==> config.mk <==
export PLATFORM = sky130hd
export DESIGN_NAME = alu_op_sequencer
export DESIGN_NICKNAME = d
export VERILOG_FILES = /design/src/rtl/alu_op_sequencer.sv
export SDC_FILE = /design/constraint.sdc
export NUM_CORES = 1
export LEC_CHECK = 0
export CORE_AREA = 4 4 90 92
export CTS_BUF_LIST = sky130_fd_sc_hd__clkbuf_16
export DETAILED_ROUTE_END_ITERATION = 10
export DIE_AREA = 0 0 94 96
export PLACE_DENSITY = 0.82
export SLEW_MARGIN = 20
export SYNTH_ARGS = -nofsm -noshare
export SYNTH_HDL_FRONTEND = slang
export SYNTH_SLANG_ARGS = --single-unit
==> constraint.sdc <==
create_clock -name clk -period 2.4 [get_ports clk]
set_clock_uncertainty 0.15 [all_clocks]
set_input_delay 0.48 -clock clk [delete_from_list [all_inputs] [get_ports clk]]
set_output_delay 0.48 -clock clk [all_outputs]
set_load 0.05 [all_outputs]
==> src/rtl/alu_op_sequencer.sv <==
// Issue-side sequencer for an external 8-bit combinational ALU: accepts instructions, drives operands, writes the register file, returns results.
// Optional build macro ALU_SEQ_ZERO_FLAG_EN adds the res_zero response output.
module alu_op_sequencer #(
    parameter int DATA_W     = 8,
    parameter int REG_ADDR_W = 2
) (
    input  logic                  clk,
    input  logic                  rst,
    input  logic                  instr_valid,
    output logic                  instr_ready,
    input  logic [19:0]           instr,
    output logic [DATA_W-1:0]     A,
    output logic [DATA_W-1:0]     B,
    output logic [2:0]            ALU_Sel,
    input  logic [DATA_W-1:0]     Out,
    input  logic                  Cout,
    output logic                  res_valid,
    input  logic                  res_ready,
    output logic [DATA_W-1:0]     res_data,
    output logic [REG_ADDR_W-1:0] res_rd,
    output logic                  res_carry
`ifdef ALU_SEQ_ZERO_FLAG_EN
    ,
    output logic                  res_zero
`endif
);

    localparam int NREG = 2 ** REG_ADDR_W;

    typedef enum logic [1:0] {
        IDLE  = 2'd0,
        ISSUE = 2'd1,
        RESP  = 2'd2
    } state_t;

    state_t state, state_next;

    logic [DATA_W-1:0]     rf [NREG];
    logic                  carry;
    logic [2:0]            op_p0;
    logic [REG_ADDR_W-1:0] rd_p0;
    logic                  carry_p1;

    logic                  ldi_f;
    logic [2:0]            op_f;
    logic [REG_ADDR_W-1:0] rd_f;
    logic [REG_ADDR_W-1:0] rs1_f;
    logic [REG_ADDR_W-1:0] rs2_f;
    logic [DATA_W-1:0]     imm_f;
    logic                  accept;
    logic                  unused_reserved;

    // Only add (000) and subtract (001) produce a meaningful carry/borrow.
    function automatic logic carry_update(input logic [2:0] op, input logic cin, input logic cur);
        return (op == 3'b000 || op == 3'b001) ? cin : cur;
    endfunction

    function automatic logic is_zero(input logic [DATA_W-1:0] value);
        return (value == '0);
    endfunction

    assign ldi_f           = instr[19];
    assign op_f            = instr[18:16];
    assign rd_f            = REG_ADDR_W'(instr[15:14]);
    assign rs1_f           = REG_ADDR_W'(instr[13:12]);
    assign rs2_f           = REG_ADDR_W'(instr[11:10]);
    assign imm_f           = DATA_W'(instr[7:0]);
    assign unused_reserved = ^instr[9:8];

    assign instr_ready = (state == IDLE);
    assign accept      = instr_valid && instr_ready;
    assign carry_p1    = carry_update(op_p0, Cout, carry);

    always_ff @(posedge clk) begin
        if (rst) begin
            state <= IDLE;
        end else begin
            state <= state_next;
        end
    end

    always_comb begin
        state_next = state;
        case (state)
            IDLE: begin
                if (accept) begin
                    state_next = ldi_f ? RESP : ISSUE;
                end
            end
            ISSUE: state_next = RESP;
            RESP: begin
                if (res_ready) begin
                    state_next = IDLE;
                end
            end
            default: state_next = IDLE;
        endcase
    end

    always_ff @(posedge clk) begin
        if (rst) begin
            for (int i = 0; i < NREG; i++) begin
                rf[i] <= '0;
            end
            carry     <= 1'b0;
            A         <= '0;
            B         <= '0;
            ALU_Sel   <= '0;
            res_valid <= 1'b0;
            res_data  <= '0;
            res_rd    <= '0;
            res_carry <= 1'b0;
        end else begin
            case (state)
                // p0: accept; ALU ops latch operands, LDI completes immediately
                IDLE: begin
                    if (accept) begin
                        if (ldi_f) begin
                            rf[rd_f]  <= imm_f;
                            res_data  <= imm_f;
                            res_rd    <= rd_f;
                            res_carry <= carry;
                            res_valid <= 1'b1;
                        end else begin
                            A       <= rf[rs1_f];
                            B       <= rf[rs2_f];
                            ALU_Sel <= op_f;
                            op_p0   <= op_f;
                            rd_p0   <= rd_f;
                        end
                    end
                end
                // p1: ALU result captured at the end of ISSUE
                ISSUE: begin
                    rf[rd_p0] <= Out;
                    res_data  <= Out;
                    res_rd    <= rd_p0;
                    carry     <= carry_p1;
                    res_carry <= carry_p1;
                    res_valid <= 1'b1;
                end
                RESP: begin
                    if (res_ready) begin
                        res_valid <= 1'b0;
                    end
                end
                default: res_valid <= 1'b0;
            endcase
        end
    end

`ifdef ALU_SEQ_ZERO_FLAG_EN
    always_ff @(posedge clk) begin
        if (rst) begin
            res_zero <= 1'b0;
        end else if (accept && ldi_f) begin
            res_zero <= is_zero(imm_f);
        end else if (state == ISSUE) begin
            res_zero <= is_zero(Out);
        end
    end
`else
    logic unused_zero_fn;
    assign unused_zero_fn = is_zero(Out);
`endif

endmodule

; After elaboration in Yosys (flattened, before gate mapping)
; Memories as Yosys holds them, arrays and structs flattened. A register that Yosys moved wholly into a read port is not among the register bits.
; Cells that the tools add are included.
[word_totals]
in_bits = 33
wordCells = 64
out_inout_bits = 32
register_bits = 23
mem_count = 1
mem_bits_rw = 32
[op_classes]
eq_ne = 6
bitwise_logic = 2
n_reduce_logical = 12
muxes = 34
[mem_list]
columns = name, depth, word_bits, read_ports, rd_ports_with_merged_regs, write_ports, line
row1 = rf, 4, 8, 2, 2, 4, 38  ; logic [DATA_W-1:0] rf [NREG];
[op_table]
columns = op, count
row1 = $mux 8, 4
row2 = $mux 1, 18
row3 = $pmux 8 s2, 1
row4 = $reduce_or 8->1, 2
row5 = $mux 2, 7
row6 = $reduce_and 3->1, 3
row7 = $pmux 2 s3, 1
row8 = $ne 2x1->1 const B, 2
row9 = $pmux 2 s2, 1
row10 = $reduce_and 4->1, 1
row11 = $eq 3x1->1 const B, 1
row12 = $logic_not 3->1, 1
row13 = $pmux 1 s3, 1
row14 = $eq 2x1->1 const B, 1
row15 = $eq 2x2->1 const B, 1
row16 = $logic_not 2->1, 1
row17 = $ne 2x2->1 const B, 1
row18 = $not 1->1, 2
row19 = $pmux 1 s2, 1
row20 = $reduce_and 2->1, 1
row21 = $reduce_bool 2->1, 1
row22 = $logic_and 1x1->1, 1
row23 = $logic_or 1x1->1, 1

; Depth between registers and ports, before layout
[depth]
word_depth = 9
ltp_mapped = 6
depth_no_buf = 3

; Least setup slack after synthesis
; Ideal clock, no wire load.
[synth_timing]
path_kind = reg-to-reg
start = register state[1]
end = memory rf[1][0] (enable)
stages_incl_launch_ff = 5
t_arrival_ps = 2311
n_path_buf = 1
setup_slack_ps = -448
period_less_slack_ps = 2848
required_ps = 1863
setup_ps = 387
cell_sequence = dfxtp_1 buf_2 nor2_1 a221oi_4 o31ai_1
[synth_rtl]
columns = item, line
row1 = start: declaration, 36  ; state_t state, state_next;
row2 = start signal: assignment, 78  ; state <= state_next;
row3 = end: declaration, 38

==> results by group <==
Status
  – Outcome: complete, no violations

Synthesis
  – Simple-Gate Fraction of Synth Area: 0.117
  – Synth Instances: 267
  – Mux cell area share after synthesis: 0.153
  – Post-synthesis adder-cell area fraction: 0
  – Yosys top cell area share: 0.323
  – Synth unique cells: 45
  – Register bit total from synthesis: 70
  – Yosys top cell by area: edfxtp_1
  – Seq/Total Area, Yosys: 0.527
  – Commonest cells in the netlist: 36 x edfxtp_1, 34 x dfxtp_1, 18 x a21oi_1
  – Average size of a mapped cell: 12.5 um^2
  – Syn Std Cell Area: 3340 um^2
  – Most common flop cell mapped by yosys: edfxtp_1
  – Post-synth EDFFs: 36
  – Most frequent cell after synthesis: edfxtp_1
  – Proportion of synthesized flip-flops having asynchronous set or reset: 0
  – Largest family of logic cells by synthesized area: compound AO/OA/AOI/OAI gates
  – Syn_nets: 300
  – Synth area leaders: edfxtp_1 32%, dfxtp_1 20%, mux4_2 11%
  – Xor and xnor area share after synthesis: 0
  – Warnings from Yosys: 0
  – Compound-gate portion of the synthesized area: 0.154

Drt
  – Initial DRC Count: 156
  – DRT Wirelength: 7970 um
  – Via count: 2,541
  – Drc violations: 0
  – Final antenna-violating net count: 0
  – Routed length per placed instance: 17.6 um
  – Via density: 5.61
  – DR pass1 iterations: 4

Die
  – Initial Utilization: 0.463
  – Die Width: 94 um
  – Placement Rows: 31
  – Die height: 96 um
  – IO Count: 65
  – Die area: 9020 um^2
  – Core ar.: 7210 um^2

Cells and area
  – Share of layout cells above drive strength 1: 0.226
  – Area grow syn2layout: 37.7%
  – Fillcell total: 547
  – Antenna Diode Count: 0
  – Multi-input gate area: 1450 um^2
  – Reg area: 1760 um^2
  – Final #Nets: 382
  – Finished Layout Cells: 453
  – Post-Route Utilization: 0.638

Clock tree
  – CTS tree: done
  – Max Buffers Root-to-Sink: 2
  – H-tree levels: 3
  – Clock root cell: clkbuf_16
  – Clock Latency Late Sink: 330 ps
  – Sink Count: 70
  – Cts hold-fix bufs: 0
  – Total CTS buffers: 9
  – CTS clk-pin slew, worst paths: 60 ps

Critical path
  – Slowest-stage cell, CP: clkdlybuf4s50_1
  – Crit Path Max Fanout: 10
  – Crit end category: register
  – Worst path cell trace: clkdlybuf4s50_1 > buf_4 > nor3b_2 > buf_12 > a22oi_1 > nor4_2
  – Setup CP Type: input port to register
  – Worst setup SP type: input port
  – CP peak stage delay: 550 ps
  – CP required: 2380 ps
  – Crit path DAT: 2170 ps

Power and ir drop
  – Int Pwr: 0.00255 W
  – Pwr Density: 741 nW/um^2
  – Register share of total power: 0.404
  – Clock share of power: 0.434
  – Sw Pwr: 0.000860 W
  – Max VDD drop: 0.446 mV
  – Combinational power share: 0.162
  – P_leak: 1.72 nW
  – Sw Share: 0.252
  – Final Total Pwr: 0.00341 W

Worst hold path
  – Min-delay worst type: register to register

Global routing
  – First-pass GRT wire length: 13,000 um
  – Initial antenna violation count: 0
  – GRT Util Overall: 0.187
  – Vias in the first global route: 2,665
  – Largest net degree at the start of global routing: 17
  – Grt total ovfl: 0

Place
  – Port Buf Inserts: 62
  – Cell total after placement: 437
  – Final GP Congestion: 0.838
  – DP Wirelength: 6140 um

STA
  – Setup TNS: 0 ps
  – Actual slew at the worst max-slew pin: 677 ps
  – Final Hold Viols: 0
  – Fin crit period: 2190 ps
  – Final Max Slew Viols: 0
  – Maximum clock rate: 457 MHz
  – Max-slew headroom: 0.548
  – Post-route clock period utilization: 0.911
  – RSZ-0062 raised after global routing: false
  – Setup-failing EPs final: 0

Job
  – Max cap viols: 0
## timing repair
action,CTS,global route
setup buffers,0,0
gates resized for setup,0,1
endpoints found under the setup margin,0,1
## per-stage QoR
| stage | instance area [um^2] | hold slack [ps] | setup WS [ps] |
|---|---|---|---|
| global placement | 4250 | 307 | -129 |
| CTS | 4590 | 326 | 88.3 |
| finish | 4600 | 321 | 213 |
| detailed placement | 4250 | 313 | -229 |
| floorplan | 3360 | 306 | 18.8 |
| global route | 4600 | 351 | 90.4 |
## area by class of cell
class / instances / share of cell area
clock buffers: 10 / 0.0544
multi-input cells: 161 / 0.314
flip-flops and latches: 70 / 0.383
inverters: 13 / 0.0106
well taps: 99 / 0.0269
repair buffers: 94 / 0.192
clock inverters: 6 / 0.0196
## power groups by stage
stage | Clock [W] | Sequential [W] | Combinational (W)
after global routing | 0.00156 | 0.00138 | 0.000586
final | 0.00148 | 0.00138 | 0.000551
after floorplan | 0 | 0.00150 | 0.000232
after CTS | 0.00151 | 0.00138 | 0.000552
after global placement | 0 | 0.00139 | 0.000534
after detailed placement | 0 | 0.00140 | 0.000547
## worst paths after layout
kind / startpoint / endpoint / slack [ps] / depth (start not counted)
max: rst / rf[1][4] / 210 / 6
min: B[6] / B[6] / 320 / 1
max reg2reg: state[1] / rf[2][4] / 400 / 5
min reg2reg: B[6] / B[6] / 320 / 1
## worst max-delay path: cells and delay by family
family | cells | cell delay, ps
simple gates | 2 | 580
buf+inv | 3 | 960
compound gates | 1 | 140
## state kept, by name, indices dropped and copies added (netlist names), 2 cells and up
| name | cells |
|---|---|
| rd_p0 | 2 |
| state | 2 |
| A | 8 |
| rf | 32 |
| op_p0 | 2 |
| ALU_Sel | 3 |
| B | 8 |
| res_rd | 2 |
| res_data | 8 |
## per-layer routing
layer,GRT usage,vias up,part of all wire
met4,0.0421,0,0.0051
met2,0.339,98,0.51
met3,0.0555,5,0.068
li1,-,1211,-
met1,0.220,1227,0.42
met5,0,-,0
## placed cells by master, fill, tap and decap left out, drive strengths merged, types with 2 or more instances in the layout
| cell | instances |
|---|---|
| clkdlybuf4s50 | 61 |
| edfxtp | 36 |
| dfxtp | 34 |
| buf | 33 |
| a21oi | 18 |
| mux4 | 16 |
| a22o | 16 |
| mux2i | 15 |
| inv | 14 |
| a211oi | 11 |
| clkbuf | 10 |
| nor3 | 9 |
| and3 | 8 |
| nand2 | 8 |
| nand3 | 8 |
| nor4 | 8 |
| nor2 | 8 |
| a22oi | 7 |
| nor4b | 4 |
| clkinv | 3 |
| nor3b | 3 |
| and2 | 2 |
| a31oi | 2 |
| nand2b | 2 |
| a21o | 2 |
| bufinv | 2 |
## kinds of logic after synthesis
logic type,after synthesis
and+or+nand+nor,63
buffers and inverters,36
AOI/OAI and AO/OA,67
DFF,70
muxes,31
Power figures use the tool's default switching activity.
